### src/rtl/sobel_window_scheduler.sv
`timescale 1ns/1ps
// sobel_window_scheduler
// Accepts a raster-order 8-bit pixel stream for one frame and presents a
// registered 3x3 neighbourhood for every interior pixel, together with the
// centre coordinates, to the gradient stage. Two line buffers hold the
// previous rows; a pair of column registers holds the previous two columns.
module sobel_window_scheduler #(
    parameter int IMG_W = 16,
    parameter int IMG_H = 16,
    parameter int CW    = $clog2(IMG_W)
) (
    input  logic          clk,
    input  logic          rst,
    input  logic          start,
    input  logic          in_valid,
    input  logic [7:0]    in_pixel,
    output logic          in_ready,
    output logic          win_valid,
    input  logic          win_ready,
    output logic [71:0]   win_pixels,
    output logic [CW-1:0] win_row,
    output logic [CW-1:0] win_col,
    output logic          busy,
    output logic          frame_done
);

    typedef enum logic [1:0] {IDLE, RUN, DRAIN} state_t;

    localparam logic [CW-1:0] LAST_COL = CW'(IMG_W - 1);
    localparam logic [CW-1:0] LAST_ROW = CW'(IMG_H - 1);

    state_t        state;
    logic [CW-1:0] row;
    logic [CW-1:0] col;

    // lb1 holds row r-2, lb0 holds row r-1 at the column being written
    logic [7:0]    lb0 [IMG_W];
    logic [7:0]    lb1 [IMG_W];

    // Column packing: [7:0] top, [15:8] middle, [23:16] bottom.
    // col1_p0 is the previous column, col2_p0 the one before it.
    logic [23:0]   col1_p0;
    logic [23:0]   col2_p0;
    logic [23:0]   new_col;

    logic          accept;
    logic          out_xfer;
    logic          emit;

    // Assemble a row-major window from three columns, top-left in the LSB
    function automatic logic [71:0] pack_window(input logic [23:0] left,
                                                input logic [23:0] middle,
                                                input logic [23:0] right);
        return {right[23:16], middle[23:16], left[23:16],
                right[15:8],  middle[15:8],  left[15:8],
                right[7:0],   middle[7:0],   left[7:0]};
    endfunction

    assign in_ready = (state == RUN) && (!win_valid || win_ready);
    assign accept   = in_valid && in_ready;
    assign out_xfer = win_valid && win_ready;
    assign busy     = (state != IDLE);
    assign new_col  = {in_pixel, lb0[col], lb1[col]};
    // Only interior centres: the newest pixel must be at least two rows and
    // two columns in, which also guarantees no stale column from the
    // previous row is ever part of an emitted window.
    assign emit     = (row >= CW'(2)) && (col >= CW'(2));

    // Line buffers and column shift registers: pure data, left unreset
    always_ff @(posedge clk) begin
        if (accept) begin
            lb1[col] <= lb0[col];
            lb0[col] <= in_pixel;
            col2_p0  <= col1_p0;
            col1_p0  <= new_col;
        end
    end

    // Frame FSM, raster counters and the registered window output stage
    always_ff @(posedge clk or posedge rst) begin
        if (rst) begin
            state      <= IDLE;
            row        <= '0;
            col        <= '0;
            win_valid  <= 1'b0;
            win_pixels <= '0;
            win_row    <= '0;
            win_col    <= '0;
            frame_done <= 1'b0;
        end else begin
            frame_done <= 1'b0;
            if (out_xfer) begin
                win_valid <= 1'b0;
            end
            // A fresh window overrides the clear when both happen together
            if (accept && emit) begin
                win_valid  <= 1'b1;
                win_pixels <= pack_window(col2_p0, col1_p0, new_col);
                win_row    <= row - CW'(1);
                win_col    <= col - CW'(1);
            end
            case (state)
                IDLE: begin
                    if (start) begin
                        row   <= '0;
                        col   <= '0;
                        state <= RUN;
                    end
                end
                RUN: begin
                    if (accept) begin
                        if (col == LAST_COL) begin
                            col <= '0;
                            row <= row + CW'(1);
                            if (row == LAST_ROW) begin
                                state <= DRAIN;
                            end
                        end else begin
                            col <= col + CW'(1);
                        end
                    end
                end
                DRAIN: begin
                    if (!win_valid || out_xfer) begin
                        frame_done <= 1'b1;
                        state      <= IDLE;
                    end
                end
                default: state <= IDLE;
            endcase
        end
    end

endmodule
### config.mk
export PLATFORM = sky130hd
export DESIGN_NAME = sobel_window_scheduler
export DESIGN_NICKNAME = d
export VERILOG_FILES = /design/src/rtl/sobel_window_scheduler.sv
export SDC_FILE = /design/constraint.sdc
export NUM_CORES = 1
export LEC_CHECK = 0
export ABC_AREA = 1
export BUFFER_PORTS_ARGS = -buffer_cell sky130_fd_sc_hd__buf_2
export CAP_MARGIN = 20
export CORE_MARGIN = 4
export CORE_UTILIZATION = 50
export CTS_CLUSTER_DIAMETER = 200
export DETAILED_ROUTE_END_ITERATION = 7
export GPL_TIMING_DRIVEN = 0
export PLACE_DENSITY_LB_ADDON = 0.08
export SLEW_MARGIN = 20
export SYNTH_ARGS = -nofsm -noshare
export SYNTH_HDL_FRONTEND = slang
export SYNTH_SLANG_ARGS = --single-unit
### constraint.sdc
create_clock -name clk -period 3.7 [get_ports clk]
set_clock_uncertainty 0.1 [all_clocks]
set_input_delay 0.185 -clock clk [delete_from_list [all_inputs] [get_ports clk]]
set_output_delay 0.185 -clock clk [all_outputs]
set_load 0.03 [all_outputs]
# Word level (Yosys, flattened, before mapping)
# Memory sizes are Yosys's and may differ from the RTL's.
# Cells that the tools add are included.
totals:
  ff_bits: 140
  ramBits: 256
  output_inout_bits: 84
  wordCells: 61
  n_memories: 2
memory_table:
  columns: ["name", "words", "word_bits", "read_ports", "rd_ports_with_merged_regs", "wr", "line", "source"]
  rows:
  - ["lb0", 16, 8, 1, 0, 1, "37", "logic [7:0] lb0 [IMG_W];"]
  - ["lb1", 16, 8, 1, 0, 1, "38", "logic [7:0] lb1 [IMG_W];"]
op_classes:
  addsub: 4
  magnitude_cmp: 2
  eq_ne: 9
  n_mux: 19
  n_reduce_logical: 15
ops:
  columns: ["op", "count"]
  rows:
  - ["$mux 4", 5]
  - ["$pmux 4 s2", 2]
  - ["$mux 2", 5]
  - ["$add 4x1->4 const B", 2]
  - ["$eq 4x4->1 const B", 2]
  - ["$ge 4x2->1 const B", 2]
  - ["$sub 4x1->4 const B", 2]
  - ["$mux 1", 6]
  - ["$ne 2x2->1 const B", 3]
  - ["$pmux 2 s3", 1]
  - ["$reduce_bool 2->1", 3]
  - ["$logic_and 1x1->1", 5]
  - ["$reduce_and 5->1", 1]
  - ["$ne 2x1->1 const B", 2]
  - ["$reduce_and 4->1", 1]
  - ["$reduce_and 3->1", 1]
  - ["$eq 2x1->1 const B", 1]
  - ["$eq 2x2->1 const B", 1]
  - ["$logic_not 2->1", 1]
  - ["$logic_or 1x1->1", 2]
  - ["$logic_not 1->1", 1]

# Logic depth before layout (Yosys ltp)
logic_depth:
  word_depth: 6
  depth_mapped: 13
  ltp_nobuf: 9

# Least setup slack after synthesis
# Ideal clock, no wire load.
synth_path:
  path_type: "reg2reg"
  from: "register win_valid"
  to: "memory lb0[0][0], enable pin"
  setup_ns: 0.389
  t_arrival_ns: 2.823
  required_time_ns: 3.211
  path_slack_ns: 0.388
  stages_incl_launch_ff: 6
  path_buffers: 0
  synth_period_minus_slack_ns: 3.312
  path_cell_list: "dfrtp_1 nand2_1 nand3_4 inv_1 nand2_1 nor2_1"
synth_via:
  elab_chain_len: 6
synth_lines:
  columns: ["element", "line", "source"]
  rows:
  - ["start: declaration", "18", "output logic win_valid,"]
  - ["start signal: assignment", "85", "win_valid <= 1'b0;"]
  - ["start signal: assignment", "93", "win_valid <= 1'b0;"]
  - ["start signal: assignment", "97", "win_valid <= 1'b1;"]
  - ["$logic_not 1->1", "59", "assign in_ready = (state == RUN) && (!win_valid || win_ready);"]
  - ["$logic_or 1x1->1", "59", null]
  - ["$logic_and 1x1->1", "59", null]
  - ["$logic_and 1x1->1", "60", "assign accept = in_valid && in_ready;"]
  - ["net accept", "46", "logic accept;"]
  - ["$mux 1", "71", "if (accept) begin"]
  - ["$mux 1 (not written as such)", "73", "lb0[col] <= in_pixel;"]
  - ["end: declaration", "37", null]
# The timed path passes the listed nets, and every way through them passes these cells.

# Final worst setup path
layout_path:
  from: "register col[0]"
  to: "register col1_p0[9] (data pin)"
layout_via:
  elab_chain_len: 1
layout_lines:
  columns: ["element", "line", "source"]
  rows:
  - ["start: declaration", "34", "logic [CW-1:0] col;"]
  - ["start signal: assignment", "119", "col <= col + CW'(1);"]
  - ["$mem_v2 16x8", null, null]
  - ["net new_col[9]", "44", "logic [23:0] new_col;"]
  - ["end signal: assignment", "75", "col1_p0 <= new_col;"]
  - ["end: declaration", "42", "logic [23:0] col1_p0;"]
# The timed path passes the listed nets, and every way through them passes these cells.
# A chain may end at the register's enable or synchronous reset.

==> flow_summary.json <==
{
  "min_period_over_period_pct": 89.3,
  "core-area_um2": 32500,
  "nets": 1796,
  "cp.required_ns": 3.52,
  "power.leakage_uw": 0.00911,
  "synthToLayoutAreaGrowth_pct": 17.9,
  "netlist_area_um2": 16400,
  "synth-seq-cells": 396,
  "status": "complete, no violations",
  "viasPerCell": 5.01,
  "fillerInstances": 2702,
  "wl_per_cell_um": 19.4,
  "power_density_nw_per_um2": 915,
  "ios": 97,
  "finalWeightedCongestion": 0.885,
  "rows": 66,
  "r2r_cells": 8,
  "post_route_cells_drive_above_1_share_pct": 14.4,
  "start_kind": "register",
  "synth_warnings": 0,
  "end_kind": "register",
  "finalHoldViolCount": 0,
  "endpoint": "col1_p0[9]",
  "cp_max_fo": 17,
  "grt_max_degree": 68,
  "crit_chain": "inv_2 -> buf_2 -> buf_2 -> nand2_1 -> nand3_1 -> nand2_1 -> nand2_1 -> nand4_1",
  "final_max_slew_viol_count": 0,
  "reg2reg_to": "col1_p0[9]",
  "initial_core_util_pct": 50.6,
  "drtAntennaViolNets": 0,
  "critical-path-top-delay-family": "simple AND/OR/NAND/NOR gates",
  "grtUsageTotal_pct": 24.4,
  "ff2ff_setup_slack_ns": 0.40,
  "cp_slowest_cell": "nand4_1",
  "dp_hpwl_mm": 30.1,
  "clk_transition_reported_paths_ns": 0.06,
  "die_x_um": 189,
  "max_slew_margin_pct": 26.9,
  "routed_wl_mm": 43.6,
  "rsz0062_at_grt": "false",
  "clkSinkCount": 396,
  "p_total_uw": 17700,
  "min_path_type": "in -> reg",
  "clk_latency_ns": 0.54,
  "hp-start": "in_pixel[2]",
  "cp-startpoint": "col[0]",
  "cts_buffers": 42,
  "period_minus_slack_ns": 3.30,
  "vdd_ir_drop_max_v": 0.000420,
  "drc": 0,
  "htree_levels": 2,
  "drt_iter0_drc": 1038,
  "tightest_slew_ns": 1.09,
  "insertedDiodeCount": 0,
  "io_buffers": 96,
  "setup_viol": 0,
  "grt-ovfl-total": 0,
  "clk_path_buf_depth": 3,
  "worstSetupPathType": "reg -> reg",
  "critPathMaxStageDelay_ns": 0.83,
  "synth_area_per_cell_um2": 10.3,
  "fp.dieArea_um2": 35800,
  "cts_tree": "built",
  "place_inst": 2169,
  "fp.dieH_um": 189,
  "cts-root-buf": "clkbuf_16",
  "path_depth": 8,
  "vias": 11300,
  "synth-seq-area-share_pct": 69.5,
  "ys_types": 25,
  "grt_pass1_vias": 11000,
  "antenna_found_initial": 0,
  "synth_fp_nets": 1624,
  "worstPathArrival_ns": 3.12,
  "post_cts_buffers": 0,
  "r2r_start": "col[0]",
  "final_cell_count_no_fill": 2251,
  "max_freq_mhz": 303,
  "syn_inst": 1603,
  "grt_pass1_wl_mm": 65.7,
  "cap_violations": 0,
  "crit_buf_inv": 3,
  "drt_pass1_iterations": 5,
  "cp_common_cell": "nand2_1"
}
==> report_power, final <==
part / leakage, uW / internal (uW) / switching [uW]
Sequential: 0.00394 / 6330 / 398
Combinational: 0.00445 / 1650 / 4900
Clock: 0.000721 / 2750 / 1690
Total: 0.00911 / 10700 / 6990
==> how the worst min path moves through the flow <==
stage | slack [ns] | cells past startpoint | endpoint
final | 0.02 | 3 | win_pixels[66]
after global routing | 0.03 | 1 | lb0[7][2]
after CTS | 0.004 | 3 | win_pixels[66]
after detailed placement | 0.07 | 2 | win_pixels[25]
after global placement | 0.33 | 2 | win_pixels[31]
after floorplan | 0.18 | 0 | col1_p0[16]
==> cell usage after synthesis (all sizes together) <==
library cell | count | share of area [%]
nand4 | 16 | 0.61
dfrtp | 92 | 14
nand2 | 678 | 15
o21ai | 30 | 0.91
clkinv | 1 | 0.023
a21oi | 4 | 0.12
nor3 | 5 | 0.15
xor2 | 4 | 0.21
nor2 | 25 | 0.78
o31ai | 2 | 0.091
xnor2 | 3 | 0.16
buf | 51 | 1.6
ha | 8 | 0.61
inv | 244 | 5.6
clkbuf | 14 | 0.32
edfxtp | 304 | 56
nand3 | 122 | 3.8
==> area by class of cell <==
class	instances	area [um^2]	area share, %
sequential	396	11400	59.0
multi-input combinational	897	3810	19.7
inverter	245	925	4.77
timing repair buffer	128	861	4.44
buffer	65	318	1.64
clock inverter	21	282	1.45
tap	442	553	2.85
clock buffer	57	1190	6.15
==> stage by stage <==
| step | utilization (%) | hold WS, ns | setup TNS (ns) | cell area [um^2] | setup WS, ns |
|---|---|---|---|---|---|
| after floorplan | - | 0.184 | 0 | 16400 | 0.388 |
| after global placement | 53.8 | 0.329 | -232.47 | 17500 | -1.17 |
| after detailed placement | 55.0 | 0.0681 | 0 | 17900 | 0.427 |
| after CTS | 59.7 | 0.00410 | 0 | 19400 | 0.407 |
| after global routing | 59.7 | 0.0313 | 0 | 19400 | 0.335 |
| final | 59.7 | 0.0182 | 0 | 19400 | 0.396 |
==> worst register-to-register path: stages (launching register included) <==
cell and delay, ns:
dfrtp_1 0.46, inv_2 0.18, buf_2 0.31, buf_2 0.37, nand2_1 0.09, nand3_1 0.10
nand2_1 0.14, nand2_1 0.11, nand4_1 0.83
==> sequential cells by signal, indices dropped and copies added (netlist names), 2 cells and up <==
signal      count
col             4
col1_p0        24
col2_p0        24
lb0           128
lb1           128
row             4
state           2
win_col         4
win_pixels     72
win_row         4
==> metal layers <==
metal  vias to the layer above  part of all wire (%)  GRT usage (%)
met5                         -                 0.092          0.824
met4                         2                   3.9           8.85
met3                        95                   9.2           4.89
met2                       473                    45           38.5
met1                      5296                    42           34.1
li1                       5416                     -              -
==> kinds of logic (layout without fill, tap and decap cells) <==
kind of cell / after synthesis / count (layout) / share of synthesized area (%)
buffers and inverters: 310 / 516 / 7.53
AOI/OAI and AO/OA: 36 / 36 / 1.13
and+or+nand+nor: 846 / 846 / 20.8
adders and majority gates: 8 / 8 / 0.609
DFF: 396 / 396 / 69.5
xor gates and xnor gates: 7 / 7 / 0.373
==> layout by cell type, fill, tap and decap left out, types with 6 or more instances in the layout <==
cell / count
ha_1: 8
buf_6: 16
clkbuf_16: 45
inv_1: 238
o21ai_0: 30
dfrtp_1: 92
buf_1: 6
bufinv_16: 7
nand2_1: 678
buf_2: 137
buf_8: 6
clkbuf_1: 24
nand3_1: 121
edfxtp_1: 304
nor2_2: 14
clkinv_2: 8
nand4_1: 16
nor2_1: 8
buf_4: 8
==> repair_timing <==
item,in CTS,in global routing
hold buffers,4,0
hold endpoints to repair,97,0
gates resized for setup,0,0
Note: power is estimated with default switching activity, not from simulation.
